### config.mk
export PLATFORM = sky130hd
export DESIGN_NAME = rat_port_responder_flat
export DESIGN_NICKNAME = d
export VERILOG_FILES = /design/src/rtl/rat_io_pkg.sv /design/src/rtl/rat_port_responder_if.sv /design/src/rtl/rat_io_fifo.sv /design/src/rtl/rat_port_responder.sv /design/src/flat_wrapper.sv
export SDC_FILE = /design/constraint.sdc
export NUM_CORES = 1
export LEC_CHECK = 0
export CAP_MARGIN = 20
export CORE_UTILIZATION = 30
export CTS_CLUSTER_DIAMETER = 120
export CTS_CLUSTER_SIZE = 8
export DETAILED_ROUTE_END_ITERATION = 6
export PLACE_DENSITY = 0.59
export SYNTH_ARGS = -nofsm -noshare
export SYNTH_HDL_FRONTEND = slang
export SYNTH_SLANG_ARGS = --single-unit
### constraint.sdc
create_clock -name clk -period 3.4 [get_ports clk]
set_input_delay 1.02 -clock clk [delete_from_list [all_inputs] [get_ports clk]]
set_output_delay 1.02 -clock clk [all_outputs]
set_load 0.1 [all_outputs]
### src/rtl/rat_io_pkg.sv
// Port map and control/status bit positions shared by the RAT port responder.
package rat_io_pkg;

    localparam logic [7:0] PORT_OUT0   = 8'h00;
    localparam logic [7:0] PORT_OUT1   = 8'h01;
    localparam logic [7:0] PORT_OUT2   = 8'h02;
    localparam logic [7:0] PORT_OUT3   = 8'h03;
    localparam logic [7:0] PORT_TX     = 8'h10;
    localparam logic [7:0] PORT_CTRL   = 8'h11;
    localparam logic [7:0] PORT_RLD_LO = 8'h12;
    localparam logic [7:0] PORT_RLD_HI = 8'h13;
    localparam logic [7:0] PORT_SW     = 8'h20;
    localparam logic [7:0] PORT_STATUS = 8'h21;
    localparam logic [7:0] PORT_TXCNT  = 8'h22;

    localparam int CTRL_TIMER_EN = 0;
    localparam int CTRL_ACK      = 1;
    localparam int CTRL_OVF_CLR  = 2;

    localparam int ST_TX_EMPTY = 0;
    localparam int ST_TX_FULL  = 1;
    localparam int ST_TX_OVF   = 2;
    localparam int ST_PENDING  = 3;
    localparam int ST_TIMER_EN = 4;

endpackage

### src/rtl/rat_port_responder_if.sv
// CPU port bus plus the TX drain handshake; master is the CPU/consumer side.
interface rat_port_responder_if;
    logic [7:0] port_id;
    logic [7:0] out_port;
    logic       io_strb;
    logic [7:0] in_port;
    logic [7:0] tx_data;
    logic       tx_valid;
    logic       tx_ready;

    modport master (
        output port_id, out_port, io_strb, tx_ready,
        input  in_port, tx_data, tx_valid
    );

    modport slave (
        input  port_id, out_port, io_strb, tx_ready,
        output in_port, tx_data, tx_valid
    );
endinterface

### src/rtl/rat_io_fifo.sv
// Synchronous first-word-fall-through FIFO with sticky overflow flag.
module rat_io_fifo #(
    parameter int DEPTH = 8,
    parameter int WIDTH = 8
) (
    input  logic                     clk,
    input  logic                     rst_n,
    input  logic                     push,
    input  logic [WIDTH-1:0]         push_data,
    input  logic                     pop,
    input  logic                     ovf_clr,
    output logic [WIDTH-1:0]         head,
    output logic                     full,
    output logic                     empty,
    output logic [$clog2(DEPTH):0]   count,
    output logic                     ovf
);
    localparam int PTR_W = $clog2(DEPTH);
    localparam int CNT_W = PTR_W + 1;

    logic [WIDTH-1:0] mem [DEPTH];
    logic [PTR_W-1:0] wr_ptr;
    logic [PTR_W-1:0] rd_ptr;
    logic             do_pop;
    logic             do_push;

    assign empty   = (count == '0);
    assign full    = (count == CNT_W'(DEPTH));
    assign do_pop  = pop && !empty;
    // A push into a full FIFO is only accepted when a pop frees the slot this cycle.
    assign do_push = push && (!full || do_pop);
    assign head    = empty ? '0 : mem[rd_ptr];

    always_ff @(posedge clk) begin
        if (do_push) begin
            mem[wr_ptr] <= push_data;
        end
    end

    always_ff @(posedge clk or negedge rst_n) begin
        if (!rst_n) begin
            wr_ptr <= '0;
            rd_ptr <= '0;
            count  <= '0;
            ovf    <= 1'b0;
        end else begin
            if (do_push) begin
                wr_ptr <= wr_ptr + 1'b1;
            end
            if (do_pop) begin
                rd_ptr <= rd_ptr + 1'b1;
            end
            if (do_push && !do_pop) begin
                count <= count + 1'b1;
            end else if (do_pop && !do_push) begin
                count <= count - 1'b1;
            end
            if (push && !do_push) begin
                ovf <= 1'b1;
            end else if (ovf_clr) begin
                ovf <= 1'b0;
            end
        end
    end

endmodule

### src/rtl/rat_port_responder.sv
// Port I/O responder for the RAT CPU: output latches, TX FIFO and optional timer.
// The interval timer and its interrupt are built only when RAT_IO_TIMER_EN is defined.
module rat_port_responder
    import rat_io_pkg::*;
#(
    parameter int          FIFO_DEPTH       = 8,
    parameter logic [15:0] TIMER_RELOAD_RST = 16'd49999
) (
    input  logic                       clk,
    input  logic                       rst_n,
    rat_port_responder_if.slave        bus,
    input  logic [7:0]                 sw_in,
    output logic [7:0]                 out_reg0,
    output logic [7:0]                 out_reg1,
    output logic [7:0]                 out_reg2,
    output logic [7:0]                 out_reg3,
    output logic                       int_out
);
    localparam int CNT_W = $clog2(FIFO_DEPTH) + 1;

    logic             ctrl_wr;
    logic             tx_full;
    logic             tx_empty;
    logic             tx_ovf;
    logic [CNT_W-1:0] tx_count;
    logic             timer_en;
    logic             pending;
    logic [7:0]       status;

    assign ctrl_wr = bus.io_strb && (bus.port_id == PORT_CTRL);

    always_ff @(posedge clk or negedge rst_n) begin
        if (!rst_n) begin
            out_reg0 <= 8'h00;
            out_reg1 <= 8'h00;
            out_reg2 <= 8'h00;
            out_reg3 <= 8'h00;
        end else if (bus.io_strb) begin
            case (bus.port_id)
                PORT_OUT0: out_reg0 <= bus.out_port;
                PORT_OUT1: out_reg1 <= bus.out_port;
                PORT_OUT2: out_reg2 <= bus.out_port;
                PORT_OUT3: out_reg3 <= bus.out_port;
                default:   ;
            endcase
        end
    end

    rat_io_fifo #(
        .DEPTH (FIFO_DEPTH),
        .WIDTH (8)
    ) u_tx_fifo (
        .clk       (clk),
        .rst_n     (rst_n),
        .push      (bus.io_strb && (bus.port_id == PORT_TX)),
        .push_data (bus.out_port),
        .pop       (bus.tx_ready),
        .ovf_clr   (ctrl_wr && bus.out_port[CTRL_OVF_CLR]),
        .head      (bus.tx_data),
        .full      (tx_full),
        .empty     (tx_empty),
        .count     (tx_count),
        .ovf       (tx_ovf)
    );

    assign bus.tx_valid = !tx_empty;

`ifdef RAT_IO_TIMER_EN
    logic [15:0] reload;
    logic [15:0] counter;
    logic        expiry;
    logic        ack;
    logic        int_q;

    assign expiry  = timer_en && (counter == 16'd0);
    assign ack     = ctrl_wr && bus.out_port[CTRL_ACK];
    assign int_out = int_q;

    // Reload writes only land in the register; the running count picks them up at the next expiry.
    always_ff @(posedge clk or negedge rst_n) begin
        if (!rst_n) begin
            timer_en <= 1'b0;
            reload   <= TIMER_RELOAD_RST;
            counter  <= TIMER_RELOAD_RST;
            pending  <= 1'b0;
            int_q    <= 1'b0;
        end else begin
            if (ctrl_wr) begin
                timer_en <= bus.out_port[CTRL_TIMER_EN];
            end
            if (bus.io_strb && (bus.port_id == PORT_RLD_LO)) begin
                reload[7:0] <= bus.out_port;
            end
            if (bus.io_strb && (bus.port_id == PORT_RLD_HI)) begin
                reload[15:8] <= bus.out_port;
            end
            if (ctrl_wr && bus.out_port[CTRL_TIMER_EN] && !timer_en) begin
                counter <= reload;
            end else if (timer_en) begin
                counter <= expiry ? reload : counter - 16'd1;
            end
            pending <= expiry | (pending & ~ack);
            int_q   <= expiry & (~pending | ack);
        end
    end
`else
    assign timer_en = 1'b0;
    assign pending  = 1'b0;
    assign int_out  = 1'b0;
`endif

    assign status = {3'b000, timer_en, pending, tx_ovf, tx_full, tx_empty};

    always_comb begin
        bus.in_port = 8'h00;
        case (bus.port_id)
            PORT_SW:     bus.in_port = sw_in;
            PORT_STATUS: bus.in_port = status;
            PORT_TXCNT:  bus.in_port = 8'(tx_count);
            PORT_CTRL:   bus.in_port = {7'b0, timer_en};
            default:     bus.in_port = 8'h00;
        endcase
    end

endmodule

### src/flat_wrapper.sv
// flat-port wrapper written by rule: the top's interface ports become plain ports
module rat_port_responder_flat import rat_io_pkg::*;
#(
    parameter int          FIFO_DEPTH       = 8,
    parameter logic [15:0] TIMER_RELOAD_RST = 16'd49999
)
  (clk, rst_n, sw_in, out_reg0, out_reg1, out_reg2, out_reg3, int_out, bus_port_id, bus_out_port, bus_io_strb, bus_tx_ready, bus_in_port, bus_tx_data, bus_tx_valid);
  rat_port_responder_if bus_i ();
  input  logic clk;
  input  logic rst_n;
  input  logic [7:0] sw_in;
  output logic [7:0] out_reg0;
  output logic [7:0] out_reg1;
  output logic [7:0] out_reg2;
  output logic [7:0] out_reg3;
  output logic int_out;
  input wire logic [$bits(bus_i.port_id)-1:0] bus_port_id;
  input wire logic [$bits(bus_i.out_port)-1:0] bus_out_port;
  input wire logic [$bits(bus_i.io_strb)-1:0] bus_io_strb;
  input wire logic [$bits(bus_i.tx_ready)-1:0] bus_tx_ready;
  output wire logic [$bits(bus_i.in_port)-1:0] bus_in_port;
  output wire logic [$bits(bus_i.tx_data)-1:0] bus_tx_data;
  output wire logic [$bits(bus_i.tx_valid)-1:0] bus_tx_valid;
  assign bus_i.port_id = bus_port_id;
  assign bus_i.out_port = bus_out_port;
  assign bus_i.io_strb = bus_io_strb;
  assign bus_i.tx_ready = bus_tx_ready;
  assign bus_in_port = bus_i.in_port;
  assign bus_tx_data = bus_i.tx_data;
  assign bus_tx_valid = bus_i.tx_valid;
  rat_port_responder #(.FIFO_DEPTH(FIFO_DEPTH), .TIMER_RELOAD_RST(TIMER_RELOAD_RST)) u_core (.clk(clk), .rst_n(rst_n), .bus(bus_i), .sw_in(sw_in), .out_reg0(out_reg0), .out_reg1(out_reg1), .out_reg2(out_reg2), .out_reg3(out_reg3), .int_out(int_out));
endmodule
# Word-level counts from Yosys, hierarchy flattened
# Memories as Yosys holds them, arrays and structs flattened.
# Cells that the tools add are included.
# totals
reg_bits	43
output_inout_bits	50
latchBits	0
ramBits	64
mem_bits_ro	0
word_cells	51
mem_count	1
in_bits	28
# memory_table
name	depth	width	read_ports	rd_clocked_by_memory_dff	wr	line	text
u_core.u_tx_fifo.mem	8	8	1	0	1	rat_io_fifo.sv:21	logic [WIDTH-1:0] mem [DEPTH];
# op_classes
shifts	0
div	0
n_mul	0
n_addsub	4
n_reduce_logical	21
eq_ne	9
order_cmp	0
bitwise_logic	0
muxes	8
# op_table
op	count
== test 8 x 6 -> 1 bit, second input constant	3
one-hot mux 8 bit (3 select lines)	1
== test 8 x 2 -> 1 bit, second input constant	2
== test 8 x 5 -> 1 bit, second input constant	2
== test 8 x 1 -> 1 bit, second input constant	1
logical AND 1 bit	8
zero test 8 bit	1
2-to-1 mux 4 bit	2
2-to-1 mux 8 bit	1
AND reduction 2 bit	4
adder 3 x 1 -> 3 bit, second input constant	2
adder 4 x 1 -> 4 bit, second input constant	1
== test 4 bit, second input constant	1
zero test 1 bit	4
zero test 4 bit	1
2-to-1 mux 1 bit	4
nonzero test 2 bit	2
subtractor 4 x 1 -> 4 bit, second input constant	1
logical OR 1 bit	1

# Logic depth before layout (Yosys ltp)
# logic_depth
word_depth	9
depth_mapped	10
ltp_nobuf	10

# Cells and area by module
# Synthesis repeated with hierarchy kept, for this count alone.
# unflattened
hier_cells	264
hier_area_um2	4525.6
# by_module_without_submodules
module	area_each_um2	cells_each	seq_area_each_um2	instances
rat_io_fifo	3083.0	163	2197.1	1
rat_port_responder	1442.6	101	800.8	1

# Worst setup path before layout
# No wires, ideal clock.
# synth_timing
path_kind	in2out
startpoint	input port bus_port_id[4]
endpoint	output port bus_in_port[3]
t_arrival_ps	3768
stages	3
required_time_ps	2380
slack_ps	-1388
path_buffers	0
path_cell_list	nor4b_1 > nand2_1 > nor3_1
# synth_via
elab_chain_cells	2
word_cells_on_any_way	4
cone_classes	eq/ne: 3; mux: 1
# synth_rtl
element	line	text
start, declared	flat_wrapper.sv:17	input wire logic [$bits(bus_i.port_id)-1:0] bus_port_id;
== test 8 x 6 -> 1 bit	rat_port_responder.sv:116	case (bus.port_id)
one-hot mux 8 bit (3 select lines) *	rat_port_responder.sv:116	
end, declared	flat_wrapper.sv:21	output wire logic [$bits(bus_i.in_port)-1:0] bus_in_port;
# Every way passes the cells marked *; elsewhere a longest branch is shown, timed or not.

# Final worst setup path
# layout_timing
startpoint	input port bus_port_id[2]
endpoint	output port bus_in_port[5]
# Same word-level chain as after synthesis.

==> impl_metrics.ini <==
[timing]
clock_skew_ns = 0.00497
fin_setup_tns_ns = 0
worst_slack_ns = 0.110
worst_slew_pin_slew_ns = 0.834
finalHoldViolCount = 0
period_needed_ns = 3.29
maxSlewHeadroom_pct = 44.4
slew_violations = 0
finalSetupViolCount = 0
rsz0062_at_grt = false
fmax_mhz = 304
finalCritPeriodShare_pct = 96.8

[clock_network]
numClockSinks = 107
cts.path.max_buffers = 2
numCtsBuffers = 9
cts_tree = done
htree_levels = 3
cts_root_buf = clkbuf_16
insertion_delay_ns = 0.34
clkTransAtPathRegs_ns = 0.06
cts_setup_buffers = 0

[critical_path]
cp-start-kind = primary input
crit_path_end_kind = output pin
r2r_cells = 8
r2r-end = u_core.u_tx_fifo.count[3]$_DFFE_PN0P_
crit_type = in -> out
reg2reg_from = u_core.u_tx_fifo.count[0]$_DFFE_PN0P_
path_max_fanout = 4
critPathLaunch = bus_port_id[2]
worst_ep_required_time_ns = 2.38
critPathArrivalTime_ns = 2.27
reg2reg_slack_ns = 0.55
cp-endpoint = bus_in_port[5]

[placed_design]
pre_cts_slack_ns = -0.235
dp_cells = 550
gp_congestion = 0.794
portBuffers = 76
hpwl_um = 6820

[yosys]
synthTopCellsByArea = edfxtp_1, dfrtp_1, mux4_2, mux2_2, mux2_4
syn_inst = 269
ys_types = 41
async_flop_share_pct = 40.2
yosys.area.top_type = edfxtp_1
synth_nets = 303
syn-cell-area_um2 = 4520
seq_area_frac_synth_pct = 66.3
avgSynthCellArea_um2 = 16.8
yosys_warnings = 0
netlist.area_leader.share_pct = 42.5
synth_edf_count = 64
synth_seq_cells = 107
synth_flop_cell = edfxtp_1

[route]
routed_wl_um = 9920
wl_per_cell_um = 17.5
vias = 2673
drtAntennaViolNets = 0
first_pass_iters = 7
vias_per_cell = 4.72
drc = 6
drt_iter0_markers = 129

[pwr]
powerDensity_nw_per_um2 = 729
p_comb_share_pct = 43.4
p_sw_mw = 1.78
cellInternalPower_mw = 2.71
swShare_pct = 39.6
p_clk_share_pct = 20.9
peakVddDrop_mv = 0.342
p_leak_nw = 2.49
seq_power_share_pct = 35.6

[layout]
syn_to_final_growth_pct = 35.9
drive_gt1_share_pct = 45.0
layout.cells.non_filler = 566
post-route-util_pct = 42.0
diodes = 0
fin_nets = 412

[global_routing]
grt_max_degree = 44
grt_pass1_vias = 2847
met3_usage_pct = 2.53
grt_pass1_wl_um = 16100
use_met2_pct = 22.2
grt_antenna_before_repair = 0
use_met1_pct = 17.9
busiest_layer = met2
grt_use_total_pct = 13.9
gr-total-overflow = 0

[run]
maxCapViolCount = 0

[die]
ioPinCount = 78
die_x_um = 125
fp-row-count = 44
core_area_um2 = 14600
dieArea_um2 = 15600
die_h_um = 125
initial_core_util_pct = 30.9

[status]
violations = design-rule violations
status = complete, but fails checks

[hold_path]
min_path_type = in -> async
## per-layer routing
layer	part of all wire (%)	wire (um)
met4	2.2	214
met1	45	4500
met2	48	4780
met5	0	0
met3	4.3	424
## timing repair
item	CTS	global route
gates resized for setup	12	3
endpoints found under the setup margin	8	5
pin swaps	2	0
hold buffers	0	0
## synthesized netlist by cell type, drive strengths merged (2+ instances only)
| library cell | instances |
|---|---|
| nor4 | 2 |
| a21oi | 2 |
| ha | 5 |
| buf | 7 |
| o31ai | 2 |
| inv | 3 |
| nor2b | 2 |
| edfxtp | 64 |
| mux2 | 36 |
| nor3 | 8 |
| o21ai | 3 |
| xnor2 | 5 |
| mux4 | 16 |
| nor2 | 21 |
| nor4b | 2 |
| and3 | 4 |
| mux2i | 11 |
| dfrtp | 43 |
| nand3 | 2 |
| clkbuf | 3 |
| nand2b | 4 |
| nand2 | 13 |
## sequential cells by signal, indices dropped and copies added (netlist names)
signal / cells
u_core.u_tx_fifo.wr_ptr: 3
u_core.out_reg1: 8
u_core.u_tx_fifo.ovf: 1
u_core.u_tx_fifo.mem: 64
u_core.out_reg3: 8
u_core.out_reg2: 8
u_core.out_reg0: 8
u_core.u_tx_fifo.count: 4
u_core.u_tx_fifo.rd_ptr: 3
## cell usage in the layout, fill, tap and decap left out, types with 8 or more instances in the layout
cell type,synthesis,routed
edfxtp_1,64,64
buf_4,1,62
dfrtp_1,43,43
mux2_2,28,28
clkdlybuf4s50_1,0,19
buf_12,0,19
mux4_2,16,16
nand2_1,13,12
mux2i_1,11,11
nor2_2,2,10
nor2_1,19,10
clkbuf_16,0,9
mux2_4,8,8
## how the worst min path moves through the flow
| stage | start | to | slack (ns) | cells after the start |
|---|---|---|---|---|
| finish | rst_n | u_core.out_reg3[2]$_DFFE_PN0P_ | 0.50 | 1 |
| global route | rst_n | u_core.out_reg3[6]$_DFFE_PN0P_ | 0.49 | 1 |
| CTS | u_core.u_tx_fifo.wr_ptr[2]$_DFFE_PN0P_ | u_core.u_tx_fifo.wr_ptr[2]$_DFFE_PN0P_ | 0.49 | 1 |
| detailed placement | u_core.u_tx_fifo.wr_ptr[2]$_DFFE_PN0P_ | u_core.u_tx_fifo.wr_ptr[2]$_DFFE_PN0P_ | 0.48 | 1 |
| global placement | u_core.u_tx_fifo.wr_ptr[2]$_DFFE_PN0P_ | u_core.u_tx_fifo.wr_ptr[2]$_DFFE_PN0P_ | 0.47 | 1 |
| floorplan | u_core.u_tx_fifo.wr_ptr[2]$_DFFE_PN0P_ | u_core.u_tx_fifo.wr_ptr[2]$_DFFE_PN0P_ | 0.46 | 1 |
## worst max-delay path: stages
cell,delay (ns)
clkdlybuf4s50_1,0.49
nor4_2,0.21
buf_4,0.17
and3_2,0.20
buf_12,0.17
## area by class of cell
| class | instances | area (um2) |
|---|---|---|
| Clock buffer | 11 | 233 |
| Fill cell | 1354 | 8500 |
| Multi-Input combinational cell | 149 | 1540 |
| Clock inverter | 4 | 27.5 |
| Sequential cell | 107 | 3000 |
| Tap cell | 184 | 230 |
| Timing Repair Buffer | 108 | 1110 |
| Inverter | 3 | 11.3 |
## power by group through the flow
| stage | Sequential (mW) | Clock (mW) | Combinational, mW |
|---|---|---|---|
| floorplan | 1.65 | 0 | 1.26 |
| global placement | 1.62 | 0 | 1.94 |
| detailed placement | 1.63 | 0 | 1.96 |
| CTS | 1.60 | 0.969 | 1.97 |
| global route | 1.62 | 1.02 | 2.05 |
| finish | 1.60 | 0.938 | 1.95 |
## logic make-up (layout without fill, tap and decap cells)
kind of cell | after synthesis | count (layout) | share of synthesized area (%)
flops | 107 | 107 | 66.3
mux | 63 | 63 | 20.0
simple gates | 60 | 60 | 7.22
compound gates | 13 | 13 | 2.02
buf+inv | 13 | 126 | 1.41
fa+ha+maj | 6 | 6 | 1.83
xor+xnor | 6 | 6 | 1.16
other cells | 1 | 1 | 0.0829
## metrics by stage
stage / power, mW / hold WS [ns] / cell area (um2)
after CTS: 4.54 / 0.492 / 6120
after detailed placement: 3.59 / 0.481 / 5830
after global routing: 4.69 / 0.488 / 6150
final: 4.48 / 0.498 / 6150
after global placement: 3.57 / 0.474 / 5830
after floorplan: 2.91 / 0.457 / 4560
(Power assumes the default switching activity.)
